==> src/rtl/fetch_stage_if.sv <==
// Instruction-memory request/response channel between the fetch stage and imem.
interface fetch_stage_if #(
    parameter int W = 32
);
    logic         req_valid;
    logic         req_ready;
    logic [W-1:0] addr;
    logic         rsp_valid;
    logic [W-1:0] rdata;

    modport master (
        output req_valid,
        output addr,
        input  req_ready,
        input  rsp_valid,
        input  rdata
    );

    modport slave (
        input  req_valid,
        input  addr,
        output req_ready,
        output rsp_valid,
        output rdata
    );
endinterface

==> src/rtl/fetch_stage.sv <==
// Instruction-fetch stage with IF/ID pipeline register.
//
// state | meaning
// ------+------------------------------------------------------------
// FETCH | no request in flight; issue one for pcF when allowed
// WAIT  | one request in flight; its response is wanted
// DROP  | one request in flight whose response must be discarded
//       | (a redirect happened while it was outstanding)
module fetch_stage #(
    parameter int           W        = 32,
    parameter logic [W-1:0] RESET_PC = '0,
    parameter logic [W-1:0] NOP      = W'(32'h0000_0013)
) (
    input  logic                 clk,
    input  logic                 rst,
    input  logic                 stallD,
    input  logic                 flushD,
    input  logic                 pcsrcE,
    input  logic [W-1:0]         pctargetE,
    fetch_stage_if.master        imem,
    output logic [W-1:0]         instrD,
    output logic [W-1:0]         pcD,
    output logic [W-1:0]         pcplus4D,
    output logic                 validD
);

    typedef enum logic [1:0] {
        FETCH = 2'd0,
        WAIT  = 2'd1,
        DROP  = 2'd2
    } st_t;

    st_t          st;
    st_t          st_nxt;
    logic [W-1:0] pcF;
    logic [W-1:0] pc_pend;
    logic [W-1:0] buf_instr;
    logic [W-1:0] buf_pc;
    logic         buf_v;

    logic         accept;
    logic         rsp_live;
    logic         rsp_to_ifid;
    logic         rsp_to_buf;
    logic         buf_drain;

    assign accept = imem.req_valid & imem.req_ready;

    // A response is only worth keeping in WAIT and when no redirect kills it.
    // While the buffer is occupied it is being drained into IF/ID, so a
    // response arriving then has to take the buffer slot instead.
    assign rsp_live    = (st == WAIT) & imem.rsp_valid & ~pcsrcE;
    assign rsp_to_ifid = rsp_live & ~stallD & ~flushD & ~buf_v;
    assign rsp_to_buf  = rsp_live & ~rsp_to_ifid;
    assign buf_drain   = buf_v & ~pcsrcE & ~flushD & ~stallD;

    // State register.
    always_ff @(posedge clk) begin
        if (rst) st <= FETCH;
        else     st <= st_nxt;
    end

    // Next-state logic.
    always_comb begin
        st_nxt = st;
        unique case (st)
            FETCH: begin
                if (accept) st_nxt = WAIT;
            end
            WAIT: begin
                if (imem.rsp_valid) begin
                    if (pcsrcE)      st_nxt = FETCH;
                    else if (accept) st_nxt = WAIT;
                    else             st_nxt = FETCH;
                end else if (pcsrcE) begin
                    st_nxt = DROP;
                end
            end
            DROP: begin
                if (imem.rsp_valid) st_nxt = FETCH;
            end
            default: st_nxt = FETCH;
        endcase
    end

    // Request outputs; combinational from rsp_valid so fetch can run back-to-back.
    always_comb begin
        imem.req_valid = ~rst & ~pcsrcE & ~buf_v &
                         ((st == FETCH) | ((st == WAIT) & imem.rsp_valid & ~stallD));
        imem.addr      = pcF;
    end

    // Fetch PC and PC of the outstanding request.
    always_ff @(posedge clk) begin
        if (rst) begin
            pcF     <= RESET_PC;
            pc_pend <= '0;
        end else begin
            if (pcsrcE)      pcF <= pctargetE;
            else if (accept) pcF <= pcF + W'(4);
            if (accept) pc_pend <= pcF;
        end
    end

    // One-entry skid buffer for responses that cannot enter IF/ID yet.
    always_ff @(posedge clk) begin
        if (rst) begin
            buf_v     <= 1'b0;
            buf_instr <= NOP;
            buf_pc    <= '0;
        end else if (pcsrcE) begin
            buf_v <= 1'b0;
        end else if (rsp_to_buf) begin
            buf_instr <= imem.rdata;
            buf_pc    <= pc_pend;
            buf_v     <= 1'b1;
        end else if (buf_drain) begin
            buf_v <= 1'b0;
        end
    end

    // IF/ID pipeline register; flush/redirect beats stall, buffer beats memory.
    always_ff @(posedge clk) begin
        if (rst || pcsrcE || flushD) begin
            instrD   <= NOP;
            pcD      <= '0;
            pcplus4D <= '0;
            validD   <= 1'b0;
        end else if (stallD) begin
            instrD   <= instrD;
            pcD      <= pcD;
            pcplus4D <= pcplus4D;
            validD   <= validD;
        end else if (buf_v) begin
            instrD   <= buf_instr;
            pcD      <= buf_pc;
            pcplus4D <= buf_pc + W'(4);
            validD   <= 1'b1;
        end else if (rsp_to_ifid) begin
            instrD   <= imem.rdata;
            pcD      <= pc_pend;
            pcplus4D <= pc_pend + W'(4);
            validD   <= 1'b1;
        end else begin
            instrD   <= NOP;
            pcD      <= '0;
            pcplus4D <= '0;
            validD   <= 1'b0;
        end
    end

endmodule

==> src/flat_wrapper.sv <==
// flat-port wrapper written by rule: the top's interface ports become plain ports
module fetch_stage_flat 
#(
    parameter int           W        = 32,
    parameter logic [W-1:0] RESET_PC = '0,
    parameter logic [W-1:0] NOP      = W'(32'h0000_0013)
)
  (clk, rst, stallD, flushD, pcsrcE, pctargetE, instrD, pcD, pcplus4D, validD, imem_req_valid, imem_addr, imem_req_ready, imem_rsp_valid, imem_rdata);
  fetch_stage_if #(.W(W)) imem_i ();
  input  logic clk;
  input  logic rst;
  input  logic stallD;
  input  logic flushD;
  input  logic pcsrcE;
  input  logic [W-1:0] pctargetE;
  output logic [W-1:0] instrD;
  output logic [W-1:0] pcD;
  output logic [W-1:0] pcplus4D;
  output logic validD;
  output wire logic [$bits(imem_i.req_valid)-1:0] imem_req_valid;
  output wire logic [$bits(imem_i.addr)-1:0] imem_addr;
  input wire logic [$bits(imem_i.req_ready)-1:0] imem_req_ready;
  input wire logic [$bits(imem_i.rsp_valid)-1:0] imem_rsp_valid;
  input wire logic [$bits(imem_i.rdata)-1:0] imem_rdata;
  assign imem_req_valid = imem_i.req_valid;
  assign imem_addr = imem_i.addr;
  assign imem_i.req_ready = imem_req_ready;
  assign imem_i.rsp_valid = imem_rsp_valid;
  assign imem_i.rdata = imem_rdata;
  fetch_stage #(.W(W), .RESET_PC(RESET_PC), .NOP(NOP)) u_core (.clk(clk), .rst(rst), .stallD(stallD), .flushD(flushD), .pcsrcE(pcsrcE), .pctargetE(pctargetE), .imem(imem_i), .instrD(instrD), .pcD(pcD), .pcplus4D(pcplus4D), .validD(validD));
endmodule
==> config.mk <==
export PLATFORM = sky130hd
export DESIGN_NAME = fetch_stage_flat
export DESIGN_NICKNAME = d
export VERILOG_FILES = /design/src/rtl/fetch_stage_if.sv /design/src/rtl/fetch_stage.sv /design/src/flat_wrapper.sv
export SDC_FILE = /design/constraint.sdc
export NUM_CORES = 1
export LEC_CHECK = 0
export CAP_MARGIN = 20
export CORE_MARGIN = 4
export CORE_UTILIZATION = 45
export DETAILED_ROUTE_END_ITERATION = 8
export GPL_ROUTABILITY_DRIVEN = 0
export PLACE_DENSITY_LB_ADDON = 0.12
export SETUP_SLACK_MARGIN = 0.02
export SYNTH_ARGS = -nofsm -noshare
export SYNTH_HDL_FRONTEND = slang
export SYNTH_SLANG_ARGS = --single-unit
export TNS_END_PERCENT = 30
==> constraint.sdc <==
create_clock -name clk -period 3.1 [get_ports clk]
set_input_delay 0.62 -clock clk [delete_from_list [all_inputs] [get_ports clk]]
set_output_delay 0.62 -clock clk [all_outputs]
set_load 0.1 [all_outputs]
# Yosys cells after proc, flatten, opt, wreduce, memory -nomap -nowiden

Index checks and enable logic that the tools add are counted.

Output and inout port bits: 130
Register bits after elaboration: 228
Logic and storage cells: 66

$add $sub $neg: 3
Equality and inequality tests: 5
Reductions and logical operators: 8
Bitwise operators: 21
Multiplexer cells: 19

Operators with widths:

| cell                                                  | number |
|---|---|
| two-way mux 32 bit                                    | 8 |
| adder 32 x 3 -> 32 bit, second input constant         | 3 |
| bitwise AND 1 bit                                     | 14 |
| two-way mux 2 bit                                     | 5 |
| inverter 1 bit                                        | 6 |
| one-hot mux 2 bit (3 select lines)                    | 1 |
| two-way mux 1 bit                                     | 5 |
| nonzero test 2 bit                                    | 2 |
| inequality test 3 bit, second input constant          | 1 |
| AND reduction 3 bit                                   | 1 |
| == test 2 x 1 -> 1 bit, second input constant         | 1 |
| == test 2 bit, second input constant                  | 1 |
| zero test 2 bit                                       | 1 |
| logical OR 1 bit                                      | 2 |
| inequality test 2 x 1 -> 1 bit, second input constant | 1 |
| inequality test 2 bit, second input constant          | 1 |
| AND reduction 2 bit                                   | 1 |
| OR reduction 2 bit                                    | 1 |
| OR 1 bit                                              | 1 |

# Depth between registers and ports, before layout

Depth in word-level cells: 10
Mapped depth: 8

# Worst setup path before layout

No wires, ideal clock.

Kind: input port to output port
Start: input port rst
End: output port imem_req_valid
Cell stages on the path: 3
Path slack: -0.350 ns
Arrival time: 2.830 ns
Cell sequence: clkbuf_1 or4_1 a21oi_1

Longest elaborated chain between the ends: 4

RTL lines:

| what                           | line               | RTL |
|---|---|---|
| start: declaration             | flat_wrapper.sv:11 | `input logic rst;` |
| inverter 1 bit                 | fetch_stage.sv:88  | `imem.req_valid = ~rst & ~pcsrcE & ~buf_v &` |
| bitwise AND 1 bit (3 in a row) | fetch_stage.sv:88  |  |
| end: declaration               | flat_wrapper.sv:20 | `output wire logic [$bits(imem_i.req_valid)-1:0] imem_req_valid;` |

No other way between the ends.

# Worst setup path after layout

Start: input port pcsrcE
End: output port imem_req_valid

Longest elaborated chain between the ends: 4

RTL lines:

| what                           | line               | RTL |
|---|---|---|
| start: declaration             | flat_wrapper.sv:14 | `input logic pcsrcE;` |
| inverter 1 bit                 | fetch_stage.sv:88  |  |
| bitwise AND 1 bit (3 in a row) | fetch_stage.sv:88  |  |

No other way between the ends.

==> results.toml <==
[run_status]
status = "finished, final reports clean"

[sta]
hold_violations = 0
finalSetupViolations = 0
post-route-period-util_pct = 83.8
maxSlewViolCount = 0
skew_ns = 0.00927
rsz0062_at_grt = "false"
fmax_mhz = 385
setup_tns_ns = 0
slew_headroom_pct = 42.2
period_minus_slack_ns = 2.60
timing_worst_slew_pin_value_ns = 0.864

[die]
die_y_um = 160
num_rows = 55
start_util_pct = 45.8
ioPinCount = 201
die-area_um2 = 25500
fp.dieW_um = 160
coreArea_um2 = 22600

[yosys]
synth_top_area_cell = "dfxtp_1"
ys_ff_latch = 226
ys.flop_type = "dfxtp_1"
synth_nets = 1403
synth.top_cell.area_share_pct = 43.7
postSynthCellCount = 1329
synth_edf_count = 0
synthArstFlopShare_pct = 0
synth.area.top_cells = "dfxtp_1 (44%), nand2_1 (9.1%), a21oi_1 (6.0%)"
seq_area_frac_synth_pct = 43.7
avgSynthCellArea_um2 = 7.80
syn_area_um2 = 10400
synth_cell_types = 53
ys_warn_count = 0

[hold_path]
min-delay-start = "u_core.buf_pc[1]"
hold_depth = 2
hold_path_class = "reg -> reg"

[setup_path]
cp.arrival_ns = 1.98
start_kind = "input pin"
crit_required_ns = 2.48
rrSetupSlack_ns = 0.51
reg2reg_depth = 5
r2r_start = "u_core.pc_pend[8]"
startpoint = "pcsrcE"
cpPeakStageDelay_ns = 0.52
crit_fanout = 4
crit_chain = "clkdlybuf4s50_1 -> or4_1 -> a21oi_2 -> buf_12"
cp_slowest_cell = "or4_1"
endpoint_kind = "output pin"
crit_type = "in -> out"

[layout]
fill_cells = 2116
n_antenna_cell = 0
seqCellArea_um2 = 4530
most-common-layout-cells = "nand2_1 (251), dfxtp_1 (225), buf_4 (167)"
fin_cells = 1777
final_util_pct = 59.0
multiInputGateArea_um2 = 5300
nNetsFinal = 1546
drive_above_1_share_pct = 16.0
final_common_cell = "nand2_1"
syn_to_final_growth_pct = 28.9

[cts]
post_cts_buffers = 0
clock_path_buffers = 3
clk_pin_slew_ns = 0.06
clock_latency_ns = 0.52
cts.sinks = 226
cts_root_buffer = "clkbuf_16"
cts_buffers = 26
htree_num_levels = 1
cts_resized = 0
ctsHoldBuffers = 0
cts_tree = "yes"

[grt]
overflow = 0
grt_pass1_vias = 9365
grt_pass1_wl_um = 50800
grt_max_degree = 92
track_usage_pct = 23.5
antenna_found_initial = 0

[drt]
wire_per_inst_um = 17.9
drtIter0Drc = 721
wl_met2_um = 13900
drcViolationCount = 0
via_per_inst = 5.79
wirelength_um = 31800
num_vias = 10300
highest_layer = "met4"
route.met3.wl_um = 2740
antenna_left = 0
met1_length_um = 14800
drt-pass1-iter-count = 7

[placed_design]
io_buffers = 200
placed_cells = 1729
hpwl_um = 21500

[pwr]
power_density_nw_per_um2 = 554
leakagePower_nw = 4.79
irDropWorstVdd_uv = 338

[flow_run]
drv_cap = 0
-- path summary, 6_finish.rpt --
check	end
setup / recovery	imem_req_valid
hold / removal	u_core.buf_pc[1]
setup reg to reg	u_core.pcplus4D[31]
hold reg to reg	u_core.buf_pc[1]
-- Yosys cell counts (all sizes together) (19+ instances only) --
| library cell | number |
|---|---|
| a21oi | 124 |
| dfxtp | 226 |
| nand2 | 252 |
| o21ai | 47 |
| inv | 19 |
| nor2 | 104 |
| nand3 | 32 |
| a221oi | 68 |
| nor3 | 88 |
| clkbuf | 112 |
| a31oi | 19 |
| nand4 | 22 |
-- cells by family after synthesis --
| kind of cell | share of synthesized area [%] |
|---|---|
| simple gates | 25.1 |
| compound gates | 22.0 |
| flops | 43.7 |
| mux | 0.918 |
| xor+xnor | 2.54 |
| fa+ha+maj | 0.362 |
| buf+inv | 5.43 |
-- flip-flops by register name (all words and copies together), names as in the netlist, 2 cells and up --
| signal | flops |
|---|---|
| u_core.st | 2 |
| u_core.pc_pend | 32 |
| u_core.pcplus4D | 32 |
| u_core.instrD | 32 |
| u_core.imem.addr | 32 |
| u_core.pcD | 30 |
| u_core.buf_instr | 32 |
| u_core.buf_pc | 32 |
-- critical path, delay by kind of cell --
kind	cells	cell delay (ns)
AND/OR/NAND/NOR	1	0.52
AO/OA/AOI/OAI	1	0.22
buffers and inverters	2	0.61
-- stage by stage --
step                      power (W)  hold slack, ns  instance area (µm²)  setup WS (ns)
after CTS                   0.00745           0.456                13400          0.494
after global routing        0.00762           0.474                13400          0.364
after floorplan             0.00366           0.436                10400          0.270
final                       0.00739           0.453                13400          0.501
after detailed placement    0.00394           0.446                12300          0.224
after global placement      0.00394           0.441                12300          0.244
-- report_power, final --
| part | switching [W] | leakage (nW) | internal [W] |
|---|---|---|---|
| Combinational | 0.000595 | 2.46 | 0.000246 |
| Sequential | 0.0000726 | 1.83 | 0.00296 |
| Clock | 0.00121 | 0.497 | 0.00231 |
| Total | 0.00188 | 4.79 | 0.00552 |
-- routing by layer --
layer / GRT usage (%) / up-vias
met5: 0 / -
met4: 3.83 / 0
met3: 5.91 / 26
met2: 36.4 / 373
met1: 33.7 / 4808
li1: - / 5079
-- cell type report --
cell class / instances / area share, %
clock buffer: 35 / 5.73
clock inverter: 13 / 1.82
inverter: 19 / 0.534
multi-input combinational: 956 / 39.7
sequential: 226 / 33.9
tap: 285 / 2.67
timing repair buffer: 243 / 15.7
(Power assumes the default switching activity.)
